`src/rtl/move_sequencer.sv`:
```
// Move sequencer: accepts a move of N squares, ramps frwrd up toward MAX_SPD,
// counts line crossings to the target, ramps frwrd back to zero and pulses move_done.
module move_sequencer #(
  parameter logic [9:0] INC     = 10'h010,
  parameter logic [9:0] DEC     = 10'h020,
  parameter logic [9:0] MAX_SPD = 10'h300
) (
  input  logic       clk,
  input  logic       rst,
  input  logic       cmd_vld,
  input  logic [3:0] cmd_sqrs,
  output logic       cmd_rdy,
  input  logic       heading_rdy,
  input  logic       cntrIR,
  input  logic       abort,
  output logic       moving,
  output logic [9:0] frwrd,
  output logic       move_done
);

  typedef enum logic [1:0] {IDLE, RAMP_UP, RAMP_DN, DONE} state_t;

  state_t      state_q, state_d;
  logic [9:0]  frwrd_q, frwrd_d;
  logic        moving_q, moving_d;
  logic        cmd_rdy_q, cmd_rdy_d;
  logic        move_done_q, move_done_d;
  logic [4:0]  count_q, count_d;
  logic [4:0]  target_q, target_d;
  logic        cntr_ir_q;
  logic        cntr_rise;
  logic [10:0] up_sum;

  assign cntr_rise = cntrIR & ~cntr_ir_q;
  // Eleven-bit sum so the saturation compare cannot be fooled by a wrap.
  assign up_sum    = {1'b0, frwrd_q} + {1'b0, INC};

  always_ff @(posedge clk or posedge rst) begin
    if (rst) begin
      state_q     <= IDLE;
      frwrd_q     <= '0;
      moving_q    <= 1'b0;
      cmd_rdy_q   <= 1'b1;
      move_done_q <= 1'b0;
      count_q     <= '0;
      target_q    <= '0;
      cntr_ir_q   <= 1'b0;
    end else begin
      state_q     <= state_d;
      frwrd_q     <= frwrd_d;
      moving_q    <= moving_d;
      cmd_rdy_q   <= cmd_rdy_d;
      move_done_q <= move_done_d;
      count_q     <= count_d;
      target_q    <= target_d;
      cntr_ir_q   <= cntrIR;
    end
  end

  always_comb begin
    state_d  = state_q;
    frwrd_d  = frwrd_q;
    count_d  = count_q;
    target_d = target_q;
    case (state_q)
      IDLE: begin
        if (cmd_vld && cmd_rdy_q) begin
          target_d = {cmd_sqrs, 1'b0};
          count_d  = '0;
          state_d  = RAMP_UP;
        end
      end
      RAMP_UP: begin
        if (heading_rdy) begin
          frwrd_d = (up_sum > {1'b0, MAX_SPD}) ? MAX_SPD : up_sum[9:0];
        end
        if (cntr_rise && (count_q != 5'd31)) begin
          count_d = count_q + 5'd1;
        end
        if ((count_q == target_q) || abort) begin
          state_d = RAMP_DN;
        end
      end
      RAMP_DN: begin
        if (heading_rdy) begin
          frwrd_d = (frwrd_q <= DEC) ? 10'h000 : (frwrd_q - DEC);
        end
        // Completion looks at the registered speed, so a ramp-down from 0 ends at once.
        if (frwrd_q == 10'h000) begin
          state_d = DONE;
        end
      end
      DONE: begin
        frwrd_d = '0;
        state_d = IDLE;
      end
      default: begin
        state_d = IDLE;
      end
    endcase
  end

  // Outputs are registered from the next state so they line up with it.
  always_comb begin
    moving_d    = 1'b0;
    cmd_rdy_d   = 1'b0;
    move_done_d = 1'b0;
    case (state_d)
      IDLE:    cmd_rdy_d   = 1'b1;
      RAMP_UP: moving_d    = 1'b1;
      RAMP_DN: moving_d    = 1'b1;
      DONE:    move_done_d = 1'b1;
      default: cmd_rdy_d   = 1'b0;
    endcase
  end

  assign frwrd     = frwrd_q;
  assign moving    = moving_q;
  assign cmd_rdy   = cmd_rdy_q;
  assign move_done = move_done_q;

endmodule

```
`config.mk`:
```
export PLATFORM = sky130hd
export DESIGN_NAME = move_sequencer
export DESIGN_NICKNAME = d
export VERILOG_FILES = /design/src/rtl/move_sequencer.sv
export SDC_FILE = /design/constraint.sdc
export NUM_CORES = 1
export LEC_CHECK = 0
export ABC_CLOCK_PERIOD_IN_PS = 3400
export CAP_MARGIN = 20
export CORE_MARGIN = 2
export CORE_UTILIZATION = 65
export DETAILED_ROUTE_END_ITERATION = 10
export DONT_BUFFER_PORTS = 1
export MAX_ROUTING_LAYER = met4
export PLACE_DENSITY = 0.78
export SLEW_MARGIN = 20
export SYNTH_ARGS = -nofsm -noshare
export SYNTH_HDL_FRONTEND = slang
export SYNTH_SLANG_ARGS = --single-unit
```
`constraint.sdc`:
```
create_clock -name clk -period 3.4 [get_ports clk]
set_clock_uncertainty 0.1 [all_clocks]
set_input_delay 0.34 -clock clk [delete_from_list [all_inputs] [get_ports clk]]
set_output_delay 0.34 -clock clk [all_outputs]
set_load 0.05 [all_outputs]
```
==> impl_metrics.json <==
{
  "power-per-cell-area_nw_per_um2": 971,
  "number_of_distinct_library_cells_after_synthesis": 49,
  "p_leak_nw": 0.627,
  "number_of_antenna_violations_at_the_first_check_in_global_routing": 0,
  "worst_slew_pin_slew_ns": 0.905,
  "nNetsFinal": 163,
  "tritoncts_clock_tree": "done",
  "rows": 16,
  "num_vias": 1082,
  "cts.clk_slew.worst_paths_ns": 0.13,
  "cts_inserted_buffers": 3,
  "post_synth.cell_area_avg_um2": 9.59,
  "reg2reg_setup_slack_ns": 0.96,
  "start_util_pct": 70.1,
  "number_of_global_route_vias_before_repair": 950,
  "cts_resized": 0,
  "final.hold.worst_slack_ns": 0.0572,
  "clock_sink_count": 21,
  "cp-end-kind": "flop",
  "synthFlopType": "sky130_fd_sc_hd__dfrtp_1",
  "areaGrowthSynthToFinish_pct": 0.630,
  "cp_slowest_stage_delay_ns": 0.88,
  "gr_met1_demand_resource_pct": 32.9,
  "met3_usage_pct": 5.95,
  "hold_path.class": "input port to flop",
  "async_reset_ff_share_pct": 100,
  "die_w_um": 50.2,
  "worst_path_max_delay_cell": "sky130_fd_sc_hd__dfrtp_1",
  "fillerInstances": 155,
  "fin_crit_sh_pct": 71.8,
  "detailedRoute.firstPassIterationCount": 4,
  "detailedRoute.firstIterationViolations": 54,
  "worstSkewPairLatency_ns": 0.31,
  "cts_max_level": 1,
  "setup_total_negative_slack_ns": 0,
  "design.die.area_um2": 2520,
  "synth_area_um2": 1390,
  "grt_max_degree": 22,
  "detailedPlacementHpwl_um": 2020,
  "cp.buffers_inverters": 0,
  "hold_buffers": 2,
  "timing_max_transition_violations_final": 0,
  "arrival_time_of_data_at_the_critical_path_endpoint_ns": 2.57,
  "hold_viol": 0,
  "post_synthesis_sequential_element_count": 21,
  "gr-usage-met2_pct": 36.4,
  "core_ar_um2": 1980,
  "i_o_pins": 23,
  "critical_path.startpoint_type": "flop",
  "final_period_minus_worst_setup_slack_ns": 2.44,
  "critical_path_class": "flop to flop",
  "drc_errors": 0,
  "ir_drop_mv": 0.722,
  "critical_path_cell_by_cell": "ha_1 -> nand3_1 -> and4_1 -> nor3_1 -> a21oi_1 -> a31oi_1",
  "final_antenna_violating_net_count": 0,
  "run_status": "finished clean",
  "worstPathMaxFanout": 11,
  "final_area_um2": 1400,
  "grt_pass1_wl_um": 4460,
  "setup_viol": 0,
  "antenna_cells": 0,
  "top_usage_layer_grt": "met2",
  "post_route_cells_drive_above_1_share_pct": 10.5,
  "cts_max_path_buffers": 2,
  "ctsRootBufferMaster": "sky130_fd_sc_hd__clkbuf_4",
  "drt-vias-per-instance": 6.36,
  "globalRouteTotalUtil_pct": 24.0,
  "port_buffers": 0,
  "synthesis.instances": 145,
  "wl_per_cell_um": 15.9,
  "grt-ovfl-total": 0,
  "number_of_enable_flip_flop_cells_after_synthesis": 0,
  "synth-warning-count": 0,
  "clock.fmax_ghz": 0.410,
  "cts_setup_buffers": 0,
  "slew_headroom_pct": 39.7,
  "die-height_um": 50.2,
  "cap_violations": 0,
  "cell_area_reported_after_detailed_placement_um2": 1350,
  "largest_delay_contributor_family_on_the_critical_path": "flip-flops",
  "routabilityCongestion": 0.885,
  "grt_setup_unrepaired": "false",
  "totalWireLength_um": 2700,
  "worstPathRequired_ns": 3.53,
  "seq_area_frac_synth_pct": 37.9
}
[routing by layer]
layer	routed length (um)	vias up
met5	0	-
met4	8	0
met1	1130	507
met2	1300	62
met3	261	2
li1	-	511
[state kept, by name (all words and copies together) (netlist names)]
signal and count:
frwrd 6, cntr_ir_q 1, target_q 4, count_q 5
state_q 2, move_done 1, moving 1, cmd_rdy 1
[cells in the mapped netlist, types with 2 or more instances]
master	n	area (um^2)
sky130_fd_sc_hd__buf_4	5	37.5
sky130_fd_sc_hd__and2_1	2	12.5
sky130_fd_sc_hd__nand3_1	6	30.0
sky130_fd_sc_hd__a41oi_1	2	17.5
sky130_fd_sc_hd__a31oi_1	2	12.5
sky130_fd_sc_hd__xor2_1	2	17.5
sky130_fd_sc_hd__xnor2_1	3	26.3
sky130_fd_sc_hd__a311oi_1	3	26.3
sky130_fd_sc_hd__dfrtp_1	20	500
sky130_fd_sc_hd__o21ai_1	6	30.0
sky130_fd_sc_hd__buf_6	3	33.8
sky130_fd_sc_hd__buf_2	3	15.0
sky130_fd_sc_hd__ha_1	9	113
sky130_fd_sc_hd__nor2_2	2	12.5
sky130_fd_sc_hd__nand2_1	15	56.3
sky130_fd_sc_hd__a21oi_1	6	30.0
sky130_fd_sc_hd__and4_1	2	17.5
sky130_fd_sc_hd__nor2_1	8	30.0
sky130_fd_sc_hd__nor3_1	6	30.0
sky130_fd_sc_hd__o21ai_0	3	15.0
sky130_fd_sc_hd__mux2_1	4	45.0
sky130_fd_sc_hd__inv_1	6	22.5
[cell families (layout without fill, tap and decap cells)]
family                   Yosys count  in the layout  share of synthesized area (%)
adder cells (fa/ha/maj)           10             10                           8.82
buffers and inverters             18             13                           8.10
other                              1              4                          0.270
multiplexers                       5              5                           3.96
XOR/XNOR                           5              5                           3.15
AO/OA/AOI/OAI                     33             33                           16.5
AND/OR/NAND/NOR                   52             52                           21.3
flip-flops                        21             21                           37.9
[per-stage QoR]
| step | instances | setup slack [ns] | power, mW | utilization, % |
|---|---|---|---|---|
| after floorplan | 148 | 1.39 | 1.15 | - |
| after global placement | 164 | 1.15 | 1.20 | 68.1 |
| after detailed placement | 164 | 1.04 | 1.23 | 68.1 |
| after CTS | 170 | 1.00 | 1.36 | 70.6 |
| after global routing | 170 | 0.850 | 1.45 | 70.6 |
| final | 170 | 0.960 | 1.36 | 70.6 |
[area by class of cell]
| cell class | count | area, um^2 | area share (%) |
|---|---|---|---|
| timing repair buffer | 2 | 20.0 | 1.43 |
| sequential | 21 | 527 | 37.7 |
| inverter | 7 | 26.3 | 1.88 |
| clock inverter | 1 | 7.51 | 0.537 |
| multi-input combinational | 109 | 762 | 54.5 |
| clock buffer | 3 | 22.5 | 1.61 |
| tap | 27 | 33.8 | 2.42 |
[where the power goes]
part / internal, mW / switching [mW]
logic: 0.223 / 0.281
clock network: 0.0448 / 0.0818
registers: 0.346 / 0.382
[worst paths after layout]
kind | from | to | cells after the start
max | frwrd[6] | frwrd[4] | 6
min | cmd_sqrs[1] | target_q[2] | 1
max reg2reg | frwrd[6] | frwrd[4] | 6
min reg2reg | target_q[1] | target_q[1] | 1
max in group asynchronous | rst | count_q[3] | 2
min in group asynchronous | rst | state_q[0] | 2
[layout by cell type, fill, tap and decap left out, types with 3 or more instances in the layout]
master	Yosys	routed
sky130_fd_sc_hd__a21oi_1	6	6
sky130_fd_sc_hd__a311oi_1	3	3
sky130_fd_sc_hd__clkbuf_4	0	3
sky130_fd_sc_hd__conb_1	1	4
sky130_fd_sc_hd__dfrtp_1	20	20
sky130_fd_sc_hd__ha_1	9	9
sky130_fd_sc_hd__inv_1	6	6
sky130_fd_sc_hd__mux2_1	4	4
sky130_fd_sc_hd__nand2_1	15	15
sky130_fd_sc_hd__nand3_1	6	6
sky130_fd_sc_hd__nor2_1	8	8
sky130_fd_sc_hd__nor3_1	6	6
sky130_fd_sc_hd__o21ai_0	3	3
sky130_fd_sc_hd__o21ai_1	6	6
sky130_fd_sc_hd__xnor2_1	3	3
Note: power is estimated with default switching activity, not from simulation.
